$ cat config.mk
export PLATFORM = sky130hd
export DESIGN_NAME = notes_seq_multi
export DESIGN_NICKNAME = d
export VERILOG_FILES = /design/src/rtl/notes_seq_pkg.sv /design/src/rtl/notes_seq_multi_tone_gen.sv /design/src/rtl/notes_seq_multi.sv
export SDC_FILE = /design/constraint.sdc
export NUM_CORES = 1
export LEC_CHECK = 0
export ABC_AREA = 1
export BUFFER_PORTS_ARGS = -buffer_cell sky130_fd_sc_hd__buf_2
export CORE_MARGIN = 5
export CORE_UTILIZATION = 40
export DETAILED_ROUTE_END_ITERATION = 8
export PLACE_DENSITY = 0.62
export SLEW_MARGIN = 5
export SYNTH_ARGS = -nofsm -noshare
export SYNTH_HDL_FRONTEND = slang
export SYNTH_HIERARCHICAL = 1
export SYNTH_SLANG_ARGS = --single-unit
$ cat constraint.sdc
create_clock -name clk_in -period 4.1 [get_ports clk_in]
set_clock_uncertainty 0.15 [all_clocks]
set_input_delay 0.82 -clock clk_in [delete_from_list [all_inputs] [get_ports clk_in]]
set_output_delay 0.82 -clock clk_in [all_outputs]
set_load 0.02 [all_outputs]
$ cat src/rtl/notes_seq_pkg.sv
// Shared types for the multi-channel note sequencer.
// Latency: n/a (types and constants only).
// Backpressure: n/a.
package notes_seq_pkg;

    // Playback controller states.
    typedef enum logic {
        IDLE = 1'b0,
        PLAY = 1'b1
    } state_t;

    // Divider value that encodes a silent step.
    localparam int DIV_REST = 0;

endpackage

$ cat src/rtl/notes_seq_multi_tone_gen.sv
// Square-wave tone generator: toggles tone_out every div_in cycles, silent when div_in is 0.
// Latency: first toggle div_in edges after clear_in drops; output is registered.
// Backpressure: none; free-running, clear_in forces phase back to counter 0 / output low.
module tone_gen
    import notes_seq_pkg::*;
#(
    parameter int DIV_W = 16
) (
    input  logic             clk_in,
    input  logic             rst_n_in,
    input  logic             clear_in,
    input  logic [DIV_W-1:0] div_in,
    output logic             tone_out
);

    logic [DIV_W-1:0] half_cnt;
    logic             is_rest;

    assign is_rest = (div_in == DIV_W'(DIV_REST));

    // Half-period counter and toggle register. A divider rewritten below the
    // current count lets the counter run on and wrap at 2^DIV_W before the
    // next toggle, which is accepted behaviour.
    always_ff @(posedge clk_in or negedge rst_n_in) begin
        if (!rst_n_in) begin
            half_cnt <= '0;
            tone_out <= 1'b0;
        end else if (clear_in || is_rest) begin
            half_cnt <= '0;
            tone_out <= 1'b0;
        end else if (half_cnt == div_in - DIV_W'(1)) begin
            half_cnt <= '0;
            tone_out <= ~tone_out;
        end else begin
            half_cnt <= half_cnt + DIV_W'(1);
        end
    end

endmodule

$ cat src/rtl/notes_seq_multi.sv
// Multi-channel note sequencer: plays a DEPTH-step divider table per channel, TIME cycles per step.
// Latency: outputs registered; busy/step update on the start edge, first tone toggle D edges later.
// Backpressure: none; table writes accepted every cycle in any state, start ignored while playing.
module notes_seq_multi
    import notes_seq_pkg::*;
#(
    parameter int CHANNELS = 2,
    parameter int DEPTH    = 8,
    parameter int DIV_W    = 16,
    parameter int TIME     = 12_000_000
) (
    input  logic                        clk_in,
    input  logic                        rst_n_in,
    input  logic                        start_in,
    input  logic                        stop_in,
    input  logic                        loop_in,
    input  logic                        wr_en_in,
    input  logic [$clog2(CHANNELS)-1:0] wr_ch_in,
    input  logic [$clog2(DEPTH)-1:0]    wr_addr_in,
    input  logic [DIV_W-1:0]            wr_div_in,
    output logic [CHANNELS-1:0]         ch_out,
    output logic [$clog2(DEPTH)-1:0]    step_out,
    output logic                        busy_out,
    output logic                        done_out
);

    localparam int ST_W  = $clog2(DEPTH);
    localparam int DUR_W = $clog2(TIME);

    localparam logic [DUR_W-1:0] DUR_LAST  = DUR_W'(TIME - 1);
    localparam logic [ST_W-1:0]  STEP_LAST = ST_W'(DEPTH - 1);

    state_t            state;
    state_t            state_nxt;
    logic [DUR_W-1:0]  dur_cnt;
    logic [DUR_W-1:0]  dur_nxt;
    logic [ST_W-1:0]   step_q;
    logic [ST_W-1:0]   step_nxt;
    logic              done_nxt;
    logic              tone_clr;

    // Divider table, one row per channel.
    logic [DIV_W-1:0]  tbl [CHANNELS][DEPTH];

    // Controller state, step duration counter, step index and done pulse.
    always_ff @(posedge clk_in or negedge rst_n_in) begin
        if (!rst_n_in) begin
            state    <= IDLE;
            dur_cnt  <= '0;
            step_q   <= '0;
            done_out <= 1'b0;
        end else begin
            state    <= state_nxt;
            dur_cnt  <= dur_nxt;
            step_q   <= step_nxt;
            done_out <= done_nxt;
        end
    end

    // Next-state logic. Stop wins over step end and loop; every step change,
    // start and stop also clears all tone generators so each step begins low
    // and phase-aligned, and IDLE holds them cleared.
    always_comb begin
        state_nxt = state;
        dur_nxt   = dur_cnt;
        step_nxt  = step_q;
        done_nxt  = 1'b0;
        tone_clr  = 1'b0;
        case (state)
            IDLE: begin
                tone_clr = 1'b1;
                if (start_in && !stop_in) begin
                    state_nxt = PLAY;
                    dur_nxt   = '0;
                    step_nxt  = '0;
                end
            end
            PLAY: begin
                if (stop_in) begin
                    state_nxt = IDLE;
                    dur_nxt   = '0;
                    step_nxt  = '0;
                    tone_clr  = 1'b1;
                end else if (dur_cnt == DUR_LAST) begin
                    dur_nxt  = '0;
                    tone_clr = 1'b1;
                    if (step_q != STEP_LAST) begin
                        step_nxt = step_q + ST_W'(1);
                    end else if (loop_in) begin
                        step_nxt = '0;
                    end else begin
                        state_nxt = IDLE;
                        step_nxt  = '0;
                        done_nxt  = 1'b1;
                    end
                end else begin
                    dur_nxt = dur_cnt + DUR_W'(1);
                end
            end
        endcase
    end

    // Table write port; a write to the entry being played is seen by its
    // tone generator from the next cycle on, without clearing its counter.
    always_ff @(posedge clk_in or negedge rst_n_in) begin
        if (!rst_n_in) begin
            for (int c = 0; c < CHANNELS; c++) begin
                for (int s = 0; s < DEPTH; s++) begin
                    tbl[c][s] <= '0;
                end
            end
        end else if (wr_en_in) begin
            tbl[wr_ch_in][wr_addr_in] <= wr_div_in;
        end
    end

    // One tone generator per channel, fed by that channel's current step.
    for (genvar c = 0; c < CHANNELS; c++) begin : g_ch
        tone_gen #(
            .DIV_W (DIV_W)
        ) u_tone (
            .clk_in   (clk_in),
            .rst_n_in (rst_n_in),
            .clear_in (tone_clr),
            .div_in   (tbl[c][step_q]),
            .tone_out (ch_out[c])
        );
    end

    assign busy_out = (state == PLAY);
    assign step_out = step_q;

endmodule

==> flow_metrics.tcl, run 1 <==
set metrics [dict create \
    rsz0062_at_grt "no" \
    grt_pass1_vias 13374 \
    fmax_mhz 288 \
    wl_met3_mm 2.16 \
    vdd_drop_max_v 0.000245 \
    critPathLaunch "step_out[1]$_DFFE_PN0P_" \
    synth_cells 2119 \
    stdcell_count 2647 \
    cts_max_path_buffers 3 \
    critical_path_class "flip-flop to flip-flop" \
    post_drt_wl_per_cell_um 15.9 \
    clockRootBuffer "clkbuf_16" \
    die_y_um 212 \
    layout_setup_ws_ps 630 \
    postSynthAreaPerCell_sq_um 7.67 \
    synth_seq_cells 319 \
    crit_path_start_kind "flip-flop" \
    period_share_pct 84.6 \
    start_util_pct 40.6 \
    slew_headroom_pct 17.3 \
    fin_crit_ps 3470 \
    cp_data_required_time_ps 4370 \
    endpoint "g_ch[0].u_tone/tone_out$_DFFE_PN0P_" \
    wl_mm 42.0 \
    place_congestion 0.887 \
    cts_setup_buffers 0 \
    synth_nets 2152 \
    drv_slew 0 \
    final_net_count 2131 \
    synth_edf_count 0 \
    p_per_area_nw_per_um2 503 \
    syn2layout_area_growth_pct 10.7 \
    antenna_found_initial 0 \
    cts.sinks 319 \
    grt-ovfl-total 0 \
    pin_count 33 \
    p_leak_nw 8.21 \
    dp.cells 2585 \
    reg2reg_depth 12 \
    r2r_slack_ps 630 \
    top_layer "met4" \
    yosys_warnings 6 \
    dieArea_sq_um 44800 \
    synth_cell_types 37 \
    drt_iter0_drc 1294 \
    die_width_um 212 \
    met1_length_mm 20.0 \
    io_buffers 32 \
    clk_latency_ps 530 \
    synthTopCellsByArea "dfrtp_1 49%, o21ai_0 11%, nand2_1 10%, nor2_1 7.6%, inv_1 4.1%" \
    post-dp-hpwl_mm 27.7 \
    h-tree-depth 2 \
    min_path_type "input pin to async pin" \
    yosysSeqAreaShare_pct 49.1 \
    syn-cell-area_sq_um 16300 \
    avgViaCountPerCell 5.19 \
    grt_pass1_wl_mm 70.0 \
    yosysTopAreaCellShare_pct 49.1 \
    ctsHoldBuffers 0 \
    cts_tree "built" \
    dp_slack_ps 655 \
    setup_viol 0 \
    status "finished, final reports clean" \
    critPathArrivalTime_ps 3740 \
    grt_max_degree 94 \
    end_kind "flip-flop" \
    synth-main-ff-cell "dfrtp_1" \
    tightest_slew_ps 1240 \
    wl_met2_mm 19.0 \
    antenna_cells 0 \
    ant_nets 0 \
    r2r_end "g_ch[0].u_tone/tone_out$_DFFE_PN0P_" \
    hold_viol_final 0 \
    yosys.area.top_type "dfrtp_1" \
    row_count 73 \
    ctsResizeCount 0 \
    worst-path-max-fanout 18 \
    synthArstFlopShare_pct 100 \
    maxCapViolations 0 \
    num_vias 13728 \
    core_area_sq_um 40000 \
    cts_made_buffers 36 \
    dr.pass1.iters 6 \
    fin_tns_setup_ps 0 \
    path_clk_slew_ps 60 \
    layout-drive-gt1-share_pct 8.20 \
    rr_startpoint "step_out[1]$_DFFE_PN0P_" \
    grt_usage_pct 19.0 \
    drc 0 \
]
## synthesized netlist by cell type (23+ instances only)
library cell,count
o21ai_0,365
clkbuf_1,81
xnor2_1,23
xor2_1,33
nand3_1,73
nand2_1,444
inv_1,179
nor2_1,331
a31oi_1,34
dfrtp_1,319
nor2_2,25
a21oi_1,67
buf_2,23
## cells in the final DEF (no fill, tap or decap), types with 24 or more instances in the layout
cell	instances
nand2_1	444
o21ai_0	365
nor2_1	329
dfrtp_1	316
inv_1	179
nand3_1	73
a21oi_1	67
clkbuf_16	37
a31oi_1	34
xor2_1	33
buf_2	31
nor2_2	27
buf_4	24
## cell families (layout without fill, tap and decap cells)
| logic type | count (synthesis) | count (layout) | share of synthesized area [%] |
|---|---|---|---|
| AOI/OAI and AO/OA | 500 | 500 | 15.9 |
| and+or+nand+nor | 929 | 929 | 23.7 |
| adders and majority gates | 7 | 7 | 0.539 |
| buffers and inverters | 308 | 311 | 7.74 |
| DFF | 319 | 319 | 49.1 |
| xor gates and xnor gates | 56 | 56 | 3.02 |
## worst min path at each step
stage	end	slack (ps)	depth (start not counted)
floorplan	tbl[100]$_DFFE_PN0P_	300	2
global placement	tbl[184]$_DFFE_PN0P_	310	2
detailed placement	tbl[134]$_DFFE_PN0P_	320	2
CTS	dur_cnt[5]$_DFFE_PN0P_	190	1
global route	dur_cnt[5]$_DFFE_PN0P_	240	1
finish	dur_cnt[5]$_DFFE_PN0P_	160	1
## power breakdown
group          total [W]  switching, W  internal, W
clock network    0.00309       0.00127      0.00182
logic            0.00199       0.00130     0.000689
registers        0.00397      0.000267      0.00370
## final cells by class
| type | count | area [sq um] |
|---|---|---|
| Fill cell | 4011 | 22000 |
| Sequential cell | 319 | 7990 |
| Multi-Input combinational cell | 1492 | 7020 |
| Clock buffer | 54 | 1080 |
| Inverter | 186 | 701 |
| Tap cell | 525 | 657 |
| Timing Repair Buffer | 63 | 490 |
| Clock inverter | 8 | 47.5 |
## critical path: stages (launching register included)
cell     delay (ps)
dfrtp_4         600
inv_1           400
nor2_1          200
o21ai_0          90
a31oi_1         340
inv_1           130
ha_1            260
nand2_1         180
nor2_1          100
a31oi_1         490
nand2_4         230
nand2_1         100
nand2_1          50
## registers in the layout, summed over array words and instances, names as in the netlist
| register | cells |
|---|---|
| busy_out | 1 |
| step_out | 3 |
| g_ch.u_tone/tone_out | 2 |
| dur_cnt | 24 |
| g_ch.u_tone/half_cnt | 32 |
| tbl | 256 |
| done_out | 1 |
## stage by stage
stage	utilization [%]	power (W)	hold slack (ps)	cell area, sq um
floorplan	-	0.00541	298	16300
global placement	42.1	0.00594	310	16900
detailed placement	42.1	0.00600	318	16900
CTS	44.9	0.00913	193	18000
global route	44.9	0.00962	238	18000
finish	44.9	0.00905	162	18000
## per-layer routing
| metal | up-vias | global-route usage, % |
|---|---|---|
| met2 | 331 | 30.2 |
| met3 | 56 | 2.62 |
| met4 | 0 | 4.89 |
| met5 | - | 0 |
| li1 | 6779 | - |
| met1 | 6562 | 27.5 |
No activity file was read; power rests on OpenSTA's default activity.
==> run 2: changes to the inputs <==
PLACE_DENSITY = 0.64   (was 0.62)
clock period = 3.15 ns   (was 4.1 ns; I/O delays follow)
==> flow_metrics.tcl, run 2 (same netlist as run 1, synthesis figures left out) <==
set metrics [dict create \
    grt_pass1_wl_mm 71.9 \
    holdPathEnd "busy_out$_DFF_PN0_" \
    cp_top_family "simple AND/OR/NAND/NOR gates" \
    slew_headroom_pct 56.4 \
    fillCellCount 3910 \
    grt-ovfl-total 0 \
    clockRootBuffer "clkbuf_16" \
    setup_viol 0 \
    grt_pass1_vias 13529 \
    layout_commonest_cell "nand2_1" \
    crit_path_start_kind "flip-flop" \
    utilization_pct 47.0 \
    row_count 73 \
    status "finished, final reports clean" \
    cts_made_buffers 36 \
    p_leak_nw 8.59 \
    cpMostUsedCell "nand2_1" \
    ant_nets 0 \
    final_net_count 2201 \
    clk_latency_ps 530 \
    rsz0062_at_grt "yes" \
    wl_mm 43.9 \
    tightest_slew_ps 653 \
    fin_crit_ps 3070 \
    num_vias 14117 \
    reg_top3 "tbl: 256 flops, g_ch.u_tone/half_cnt: 32 flops, dur_cnt: 24 flops" \
    avgViaCountPerCell 5.20 \
    cts.sinks 319 \
    post_drt_wl_per_cell_um 16.1 \
    drt_iter0_drc 1431 \
    dr.pass1.iters 6 \
    grt_max_degree 73 \
    die_y_um 212 \
    antenna_cells 0 \
    path_clk_slew_ps 60 \
    maxCapViolations 0 \
    rr_startpoint "step_out[0]$_DFFE_PN0P_" \
    grt_usage_pct 19.6 \
    placed_area_sq_um 17300 \
    cp_data_required_time_ps 3410 \
    syn2layout_area_growth_pct 15.7 \
    worstSetupPathDepth 17 \
    min_path_type "input pin to flip-flop" \
    layout_common_cells "439 x nand2_1, 352 x o21ai_0, 316 x dfrtp_1, 312 x nor2_1, 177 x inv_1" \
    dieArea_sq_um 44800 \
    p_per_area_nw_per_um2 650 \
    cts_tree "built" \
    timing.critical_path.buf_inv 5 \
    r2r_slack_ps 80 \
    stdcell_area_sq_um 18800 \
    critical_path_class "flip-flop to flip-flop" \
    hold_viol_final 0 \
    drv_slew 0 \
    period_share_pct 97.3 \
    largest_register_ffs 256 \
    io_buffers 32 \
    fin_tns_setup_ps 0 \
    end_kind "flip-flop" \
    start_util_pct 40.6 \
    vdd_drop_max_v 0.000322 \
    top_register "tbl" \
    layout-drive-gt1-share_pct 12.5 \
    hp-start "start_in" \
    path_cells "buf_12 -> buf_6 -> buf_12 -> clkbuf_16 -> o21ai_0 -> a31oi_2 -> buf_4 -> nor2_4 -> nand2_1 -> nor2_2 -> nand3b_1 -> nand2_1 -> nand2_1 -> nor2_2 -> nand3_4 -> nand2_4 -> nor2_1" \
    die_width_um 212 \
    holdPathStages 3 \
    cp_slowest_cell "dfrtp_4" \
    worst-path-max-fanout 12 \
    drc 0 \
    antenna_found_initial 0 \
    whs_ps 207 \
    h-tree-depth 2 \
    cts_max_path_buffers 3 \
    max_stage_delay_ps 550 \
    core_area_sq_um 40000 \
    pin_count 33 \
    fmax_mhz 326 \
    post-dp-hpwl_mm 29.1 \
    critPathArrivalTime_ps 3330 \
    r2r_end "g_ch[0].u_tone/half_cnt[9]$_DFF_PN0_" \
    reg2reg_depth 17 \
    place_congestion 0.914 \
]
==> run 2: changes by cell type in the layout (fill, tap and decap cells not counted), moves of 12 or more <==
cell	previous run	this run
o21ai_0	365	352
nor2_1	329	312
o21ai_1	18	31
buf_4	24	78
nor2_2	27	39
==> run 2: worst max-delay path by stage <==
stage	slack, ps	to	start
finish	80	g_ch[0].u_tone/half_cnt[9]$_DFF_PN0_	step_out[0]$_DFFE_PN0P_
global route	-100	g_ch[0].u_tone/half_cnt[9]$_DFF_PN0_	step_out[0]$_DFFE_PN0P_
CTS	60	g_ch[0].u_tone/half_cnt[12]$_DFF_PN0_	step_out[1]$_DFFE_PN0P_
detailed placement	6	g_ch[1].u_tone/half_cnt[12]$_DFF_PN0_	step_out[0]$_DFFE_PN0P_
global placement	60	g_ch[1].u_tone/half_cnt[12]$_DFF_PN0_	step_out[1]$_DFFE_PN0P_
floorplan	220	g_ch[1].u_tone/half_cnt[10]$_DFF_PN0_	step_out[0]$_DFFE_PN0P_
==> run 2: area by class of cell <==
cell class,instances,area [sq um],area share [%]
flip-flops and latches,319,7990,42.5
multi-input cells,1493,7200,38.3
repair buffers,132,1140,6.08
clock buffers,53,1040,5.51
inverters,186,706,3.75
well taps,525,657,3.49
clock inverters,9,75.1,0.399
==> run 2: metrics by stage <==
step,setup WS [ps],cells,total power (W)
floorplan,216,2119,0.00704
global placement,62.5,2641,0.00795
detailed placement,5.70,2641,0.00802
CTS,62.5,2705,0.0121
global route,-95.4,2717,0.0130
finish,84.2,2717,0.0122
==> run 2: power by group <==
part           total (W)  switching (W)  internal (W)
Clock            0.00401        0.00166       0.00236
Combinational    0.00303        0.00185       0.00118
Sequential       0.00518       0.000363       0.00482
==> run 2: worst min-delay path, delay by kind of cell <==
kind | cells | cell delay [ps]
AND/OR/NAND/NOR | 2 | 130
buffers and inverters | 1 | 90
==> run 2: routing by layer <==
metal	global-route usage (%)	up-vias	part of all wire, %
li1	-	6912	-
met1	27.8	6797	46
met2	31.2	344	46
met3	3.10	64	5.5
met4	5.58	0	2.4
met5	0	-	0
==> run 2: what timing repair did <==
| action | CTS | global route |
|---|---|---|
| pin swaps | 0 | 30 |
| gates cloned | 0 | 3 |
| hold buffers | 1 | 0 |
| resized for setup | 1 | 67 |
| buffers inserted | 1 | 10 |
| endpoints found under the hold margin | 65 | 0 |
| setup endpoints to repair | 4 | 34 |
